===== src/rtl/ps2_mouse_tracker.sv =====
// ---------------------------------------------------------------------------
// ps2_mouse_tracker
//
// Assembles PS/2 mouse packets (3-byte standard or 4-byte IntelliMouse wheel
// format) from the byte stream delivered by PS2_Controller. It also keeps an
// absolute cursor position that is clamped to the screen.
//
// The packet assembler checks sync on byte 0 (bit 3 must be set). A partial
// packet is abandoned when the gap between its bytes grows too long. Decoded
// packet fields are registered one cycle after the final byte. The cursor
// position follows one cycle after that.
//
// Ports:
//   clk           system clock (CLOCK_50 domain)
//   rst_n         asynchronous active-low reset
//   ps2_byte      received byte from PS2_Controller
//   ps2_byte_en   one-cycle strobe, ps2_byte valid
//   clear         synchronous: re-centre cursor, abort partial packet
//   delta_x       signed 9-bit X movement of last packet
//   delta_y       signed 9-bit Y movement of last packet
//   wheel         signed 4-bit wheel movement (0 in 3-byte mode)
//   buttons       {middle,right,left} of last packet
//   ovf           {y_ovf,x_ovf} of last packet
//   packet_valid  one-cycle pulse, packet outputs updated
//   pos_x/pos_y   absolute cursor position
//   pos_update    one-cycle pulse, pos_x/pos_y updated
//   sync_err      one-cycle pulse on dropped byte or inter-byte timeout
// ---------------------------------------------------------------------------
module ps2_mouse_tracker #(
    parameter int PACKET_BYTES   = 3,
    parameter int X_MAX          = 639,
    parameter int Y_MAX          = 479,
    parameter int POS_W          = 10,
    parameter int TIMEOUT_CYCLES = 100000,
    parameter int INVERT_Y       = 1
) (
    input  logic             clk,
    input  logic             rst_n,
    input  logic [7:0]       ps2_byte,
    input  logic             ps2_byte_en,
    input  logic             clear,
    output logic [8:0]       delta_x,
    output logic [8:0]       delta_y,
    output logic [3:0]       wheel,
    output logic [2:0]       buttons,
    output logic [1:0]       ovf,
    output logic             packet_valid,
    output logic [POS_W-1:0] pos_x,
    output logic [POS_W-1:0] pos_y,
    output logic             pos_update,
    output logic             sync_err
);

    typedef enum logic [1:0] {
        WAIT_B0,
        WAIT_B1,
        WAIT_B2,
        WAIT_B3
    } state_t;

    localparam int CNT_W = (TIMEOUT_CYCLES > 2) ? $clog2(TIMEOUT_CYCLES) : 1;
    localparam logic [CNT_W-1:0] CNT_LIM = CNT_W'(TIMEOUT_CYCLES - 1);

    // Two guard bits: one absorbs the sign of the delta, one absorbs the carry.
    localparam int SW = POS_W + 2;

    localparam logic [POS_W-1:0] X_LIM = POS_W'(X_MAX);
    localparam logic [POS_W-1:0] Y_LIM = POS_W'(Y_MAX);
    localparam logic [POS_W-1:0] X_CTR = POS_W'(X_MAX / 2);
    localparam logic [POS_W-1:0] Y_CTR = POS_W'(Y_MAX / 2);

    state_t           state, state_n;
    logic [CNT_W-1:0] cnt, cnt_n;
    logic             drop, timeout, pkt_done;

    // Byte 0 is held as its individual fields. Bit 3 (the sync bit) is
    // known to be set and so is not stored.
    logic [1:0] b0_ovf;
    logic       b0_ys, b0_xs;
    logic [2:0] b0_btn;
    logic [7:0] b1, b2;

    // ------------------------------------------------------------------
    // Packet assembler: next-state logic
    // ------------------------------------------------------------------
    // NOTE: every output of this block gets a default before any branch.
    // A path that leaves one unassigned would infer a latch.
    always_comb begin
        state_n  = state;
        cnt_n    = cnt;
        drop     = 1'b0;
        timeout  = 1'b0;
        pkt_done = 1'b0;
        if (clear) begin
            // clear overrides a coincident strobe; that byte is discarded
            state_n = WAIT_B0;
            cnt_n   = '0;
        end else if (state == WAIT_B0) begin
            cnt_n = '0;
            if (ps2_byte_en) begin
                if (ps2_byte[3]) state_n = WAIT_B1;
                else             drop    = 1'b1;
            end
        end else if (ps2_byte_en) begin
            // a strobe on the limit cycle wins over the timeout
            cnt_n = '0;
            case (state)
                WAIT_B1: state_n = WAIT_B2;
                WAIT_B2: begin
                    if (PACKET_BYTES == 4) begin
                        state_n = WAIT_B3;
                    end else begin
                        state_n  = WAIT_B0;
                        pkt_done = 1'b1;
                    end
                end
                default: begin
                    state_n  = WAIT_B0;
                    pkt_done = 1'b1;
                end
            endcase
        end else if (cnt == CNT_LIM) begin
            state_n = WAIT_B0;
            cnt_n   = '0;
            timeout = 1'b1;
        end else begin
            cnt_n = cnt + 1'b1;
        end
    end

    // NOTE: sequential state uses non-blocking assignments only, so every
    // register samples pre-edge values no matter what order the blocks run in.
    always_ff @(posedge clk or negedge rst_n) begin
        if (!rst_n) begin
            state    <= WAIT_B0;
            cnt      <= '0;
            sync_err <= 1'b0;
        end else begin
            state    <= state_n;
            cnt      <= cnt_n;
            sync_err <= drop | timeout;
        end
    end

    // NOTE: the byte holding registers have no reset. A byte is always
    // written before the packet that uses it completes, so a reset value
    // would never be seen.
    always_ff @(posedge clk) begin
        if (ps2_byte_en && !clear) begin
            case (state)
                WAIT_B0: begin
                    if (ps2_byte[3]) begin
                        b0_ovf <= ps2_byte[7:6];
                        b0_ys  <= ps2_byte[5];
                        b0_xs  <= ps2_byte[4];
                        b0_btn <= ps2_byte[2:0];
                    end
                end
                WAIT_B1: b1 <= ps2_byte;
                WAIT_B2: b2 <= ps2_byte;
                default: ;
            endcase
        end
    end

    // ------------------------------------------------------------------
    // Packet output register (N+1)
    // ------------------------------------------------------------------
    // In 3-byte mode the Y byte is the final byte, still on the input bus.
    logic [7:0] y_lo;
    assign y_lo = (PACKET_BYTES == 4) ? b2 : ps2_byte;

    always_ff @(posedge clk or negedge rst_n) begin
        if (!rst_n) begin
            delta_x      <= '0;
            delta_y      <= '0;
            wheel        <= '0;
            buttons      <= '0;
            ovf          <= '0;
            packet_valid <= 1'b0;
        end else begin
            packet_valid <= pkt_done;
            if (pkt_done) begin
                delta_x <= {b0_xs, b1};
                delta_y <= {b0_ys, y_lo};
                buttons <= b0_btn;
                ovf     <= b0_ovf;
                wheel   <= (PACKET_BYTES == 4) ? ps2_byte[3:0] : 4'd0;
            end
        end
    end

    // ------------------------------------------------------------------
    // Cursor position (N+2)
    // ------------------------------------------------------------------
    function automatic logic [POS_W-1:0] clamp_axis(
        input logic signed [SW-1:0] v,
        input logic [POS_W-1:0]     lim
    );
        if (v[SW-1])                         return '0;
        else if (v > $signed({2'b00, lim}))  return lim;
        else                                 return v[POS_W-1:0];
    endfunction

    logic signed [SW-1:0] dx_ext, dy_ext, sum_x, sum_y;

    // An overflowed axis carries garbage; it moves the cursor by zero.
    assign dx_ext = ovf[0] ? '0 : {{(SW-9){delta_x[8]}}, delta_x};
    assign dy_ext = ovf[1] ? '0 : {{(SW-9){delta_y[8]}}, delta_y};
    assign sum_x  = $signed({2'b00, pos_x}) + dx_ext;
    assign sum_y  = (INVERT_Y != 0) ? $signed({2'b00, pos_y}) - dy_ext
                                    : $signed({2'b00, pos_y}) + dy_ext;

    always_ff @(posedge clk or negedge rst_n) begin
        if (!rst_n) begin
            pos_x      <= X_CTR;
            pos_y      <= Y_CTR;
            pos_update <= 1'b0;
        end else if (clear) begin
            // re-centre silently, cancelling any update due this cycle
            pos_x      <= X_CTR;
            pos_y      <= Y_CTR;
            pos_update <= 1'b0;
        end else begin
            pos_update <= packet_valid;
            if (packet_valid) begin
                pos_x <= clamp_axis(sum_x, X_LIM);
                pos_y <= clamp_axis(sum_y, Y_LIM);
            end
        end
    end

endmodule


===== config.mk =====
export PLATFORM = sky130hd
export DESIGN_NAME = ps2_mouse_tracker
export DESIGN_NICKNAME = d
export VERILOG_FILES = /design/src/rtl/ps2_mouse_tracker.sv
export SDC_FILE = /design/constraint.sdc
export NUM_CORES = 1
export LEC_CHECK = 0
export CAP_MARGIN = 30
export CELL_PAD_IN_SITES_DETAIL_PLACEMENT = 1
export CELL_PAD_IN_SITES_GLOBAL_PLACEMENT = 1
export CORE_MARGIN = 2
export CORE_UTILIZATION = 39
export CTS_CLUSTER_SIZE = 28
export DETAILED_ROUTE_END_ITERATION = 16
export PLACE_DENSITY_LB_ADDON = 0.15
export SLEW_MARGIN = 25
export SYNTH_ARGS = -nofsm -noshare
export SYNTH_HDL_FRONTEND = slang
export SYNTH_SLANG_ARGS = --single-unit

===== constraint.sdc =====
create_clock -name clk -period 2.9 [get_ports clk]
set_input_delay 0.29 -clock clk [delete_from_list [all_inputs] [get_ports clk]]
set_output_delay 0.29 -clock clk [all_outputs]
set_load 0.02 [all_outputs]

==> key figures <==
Synthesis
  – Post-synthesis cell count: 427
  – Post-synth top cells: dfrtp_1, nor2_1, nand2_1
  – Post-Syn Area: 4502 µm²
  – Synth top area share: 0.2835
  – Yosys cell types: 66
  – Async set-reset flop share out of synthesis: 0.8125
  – Number of synthesized flops with an enable pin: 15
  – #FFs+latches synth: 80
  – Post-synth top area cell: dfrtp_1
  – Yosys warning total: 0
  – Synth area leaders: dfrtp_1, edfxtp_1, dfstp_2
  – Count leader, synth: dfrtp_1
  – Register area share after synthesis: 0.4653
  – Syn Area/Cell: 10.54 µm²
  – Predominant post-synthesis flop cell: dfrtp_1

Critical path
  – Worst setup SP type: register
  – CP Max Fanout: 6
  – R2R Setup Slk: 0.05 ns
  – Crit. End Element: register
  – Crit Path Class: register to register
  – Critical R2R Capture: pos_x[8]
  – WP data required: 3.15 ns
  – Reg-to-reg startpoint: ovf[0]
  – Arrival @ worst endpoint: 3.10 ns
  – Worst R2R Path Depth: 11

Cells and area
  – Post-layout nets: 554
  – N_diodes: 0
  – Layout Cells excl Fill: 664
  – Proportion of layout cells with a drive suffix above 1: 0.2553
  – End-of-flow core utilization: 0.5241
  – Fillcell total: 1251
  – Area delta synth->final: 31.80%

Global routing
  – First-pass GRT wire length: 19490 µm
  – Gr usage total: 0.1973
  – Grt total ovfl: 0
  – Initial antenna violation count: 0
  – Pin count of the biggest net entering global routing: 66
  – Number of global-route vias before repair: 3768

Floorplanning
  – I/O pin count: 62
  – Die area: 12420 µm²
  – Initial core utilization: 0.3977
  – Core Footprint: 11320 µm²
  – Chip height: 111.4 µm
  – Site Rows: 39
  – Die Wd: 111.4 µm

Clock network
  – Root Driver: clkbuf_16
  – CTS Hold Buffers Added: 0
  – H-tree levels: 3
  – TritonCTS Buffers: 9
  – Worst-Skew Late Latency: 0.33 ns
  – Clock Path Buffers: 2
  – Clk sink count: 80
  – Clock-pin slew on the worst setup and hold paths: 0.06 ns
  – CTS tree: built

Placed design
  – Post-DP HPWL: 8950 µm
  – Placed Cells: 634
  – Port bufs: 57
  – RePlAce Congestion: 0.8653

STA
  – Hold slack: 0.1342 ns
  – Final Skew: 0.005884 ns
  – Relative max-transition margin: 0.4538
  – Max-slew violations: 0
  – Fin Setup TNS: 0 ns
  – RSZ-0062 raised after global routing: yes
  – Slew at the pin closest to its max-slew limit: 0.8193 ns
  – Highest Clock Rate: 351.1 MHz
  – Setup violations, final: 0
  – Min Tclk post-route: 2.848 ns
  – Final Hold Viols: 0
  – Period Utilization, post-route: 0.9821

Power and ir drop
  – Pwr dens: 642.9 nW/µm²
  – Clk pwr share: 0.292
  – P_sw: 1.260 mW
  – Reg power frac: 0.339
  – Switching Fraction: 0.3303
  – Internal Power: 2.555 mW
  – Leak: 2.462 nW
  – Maximum vdd drop: 0.2499 mV
  – Tot Pwr: 3.815 mW
  – Comb pwr share: 0.369

Routing
  – Vias post-DR: 3594
  – DR vias/cell: 5.413
  – Drc violations: 0
  – Initial DRT Pass Iterations: 4
  – Wire length per cell: 18.44 µm
  – Post-route ant nets: 0
  – DR iter-0 viols: 178
  – WL final: 12240 µm

Worst hold path
  – Hold Crit Class: input port to asynchronous set/reset pin

Outcome
  – Status: completed

Job
  – MaxCap Viol Count: 0
## registers in the layout, summed over array words and instances, names as in the netlist
name          count
b0_btn            3
b0_ovf            2
b0_xs             1
b0_ys             1
b1                8
buttons           3
cnt              17
delta_x           9
delta_y           9
ovf               2
packet_valid      1
pos_update        1
pos_x            10
pos_y            10
state             2
sync_err          1
## how the worst max path moves through the flow
stage / start / endpoint / slack (ns)
2_1_floorplan: ovf[1] / pos_y[5] / 0.03
3_3_place_gp: ovf[0] / pos_x[1] / -0.21
3_5_place_dp: ovf[0] / pos_x[1] / -0.34
4_1_cts: ovf[0] / pos_x[3] / 0.002
5_1_grt: ovf[1] / pos_y[5] / -0.04
6_report: ovf[0] / pos_x[8] / 0.05
## per-layer routing
metal | global-route usage | up-vias | part of all wire
li1 | - | 1725 | -
met1 | 0.2493 | 1794 | 0.44
met2 | 0.3398 | 56 | 0.50
met3 | 0.04192 | 19 | 0.036
met4 | 0.06255 | 0 | 0.019
met5 | 0 | - | 0
## timing repair
action | in CTS | in global routing
gates resized for setup | 16 | 36
hold endpoints to repair | 0 | 0
setup endpoints to repair | 17 | 18
setup buffers | 1 | 12
pin swaps | 4 | 22
gates cloned | 0 | 1
## per-stage QoR
step | worst slack [ns] | cell area (µm²)
2_1_floorplan | 0.02680 | 4513
3_3_place_gp | -0.2090 | 5326
3_5_place_dp | -0.3356 | 5326
4_1_cts | 0.002004 | 5689
5_1_grt | -0.04054 | 5933
6_report | 0.05183 | 5933
## kinds of logic after synthesis
| group | share of synthesized area |
|---|---|
| multiplexers | 0.06420 |
| flip-flops | 0.4653 |
| AO/OA/AOI/OAI | 0.1354 |
| other | 0.0008330 |
| XOR/XNOR | 0.05642 |
| AND/OR/NAND/NOR | 0.1709 |
| buffers and inverters | 0.03141 |
| adder cells (fa/ha/maj) | 0.07560 |
## layout by cell type (no fill, tap or decap), drive strengths merged, types with 4 or more instances in the layout
master and count:
a21o 4, a21oi 16, a221oi 6, a31oi 9, and3 8, buf 33, clkbuf 13, clkdlybuf4s50 56
conb 4, dfrtp 51, dfstp 14, edfxtp 15, ha 24, inv 17, mux2 23, nand2 26
nand2b 14, nand3 10, nand3b 4, nand4 7, nor2 49, nor2b 13, o211ai 4, o21ai 8
o22ai 5, xnor2 14, xor2 15
## power by group through the flow
stage / Sequential, mW / Clock [mW] / Combinational [mW]
after floorplan: 1.36 / 0 / 0.682
after global placement: 1.31 / 0 / 1.16
after detailed placement: 1.31 / 0 / 1.19
after CTS: 1.29 / 1.15 / 1.24
after global routing: 1.30 / 1.19 / 1.51
final: 1.29 / 1.11 / 1.41
## worst max-delay path, cell delays in order (launching register included)
cell and delay [ns]:
dfrtp_2 0.46, buf_6 0.16, nor2b_2 0.10, ha_1 0.28, nor2b_4 0.16, o2111a_2 0.30, buf_4 0.15, or3_4 0.37
o311ai_4 0.11, nor2_2 0.09, o22a_2 0.25, a221o_1 0.34
## layout make-up
class / count / area [µm²] / area share
Multi-Input combinational cell: 318 / 2487 / 0.4192
Sequential cell: 80 / 2097 / 0.3534
Timing Repair Buffer: 89 / 809.5 / 0.1364
Clock buffer: 13 / 250.2 / 0.04218
Tap cell: 143 / 178.9 / 0.03016
Inverter: 18 / 67.56 / 0.01139
Clock inverter: 3 / 42.54 / 0.007170
Power figures use the tool's default switching activity.
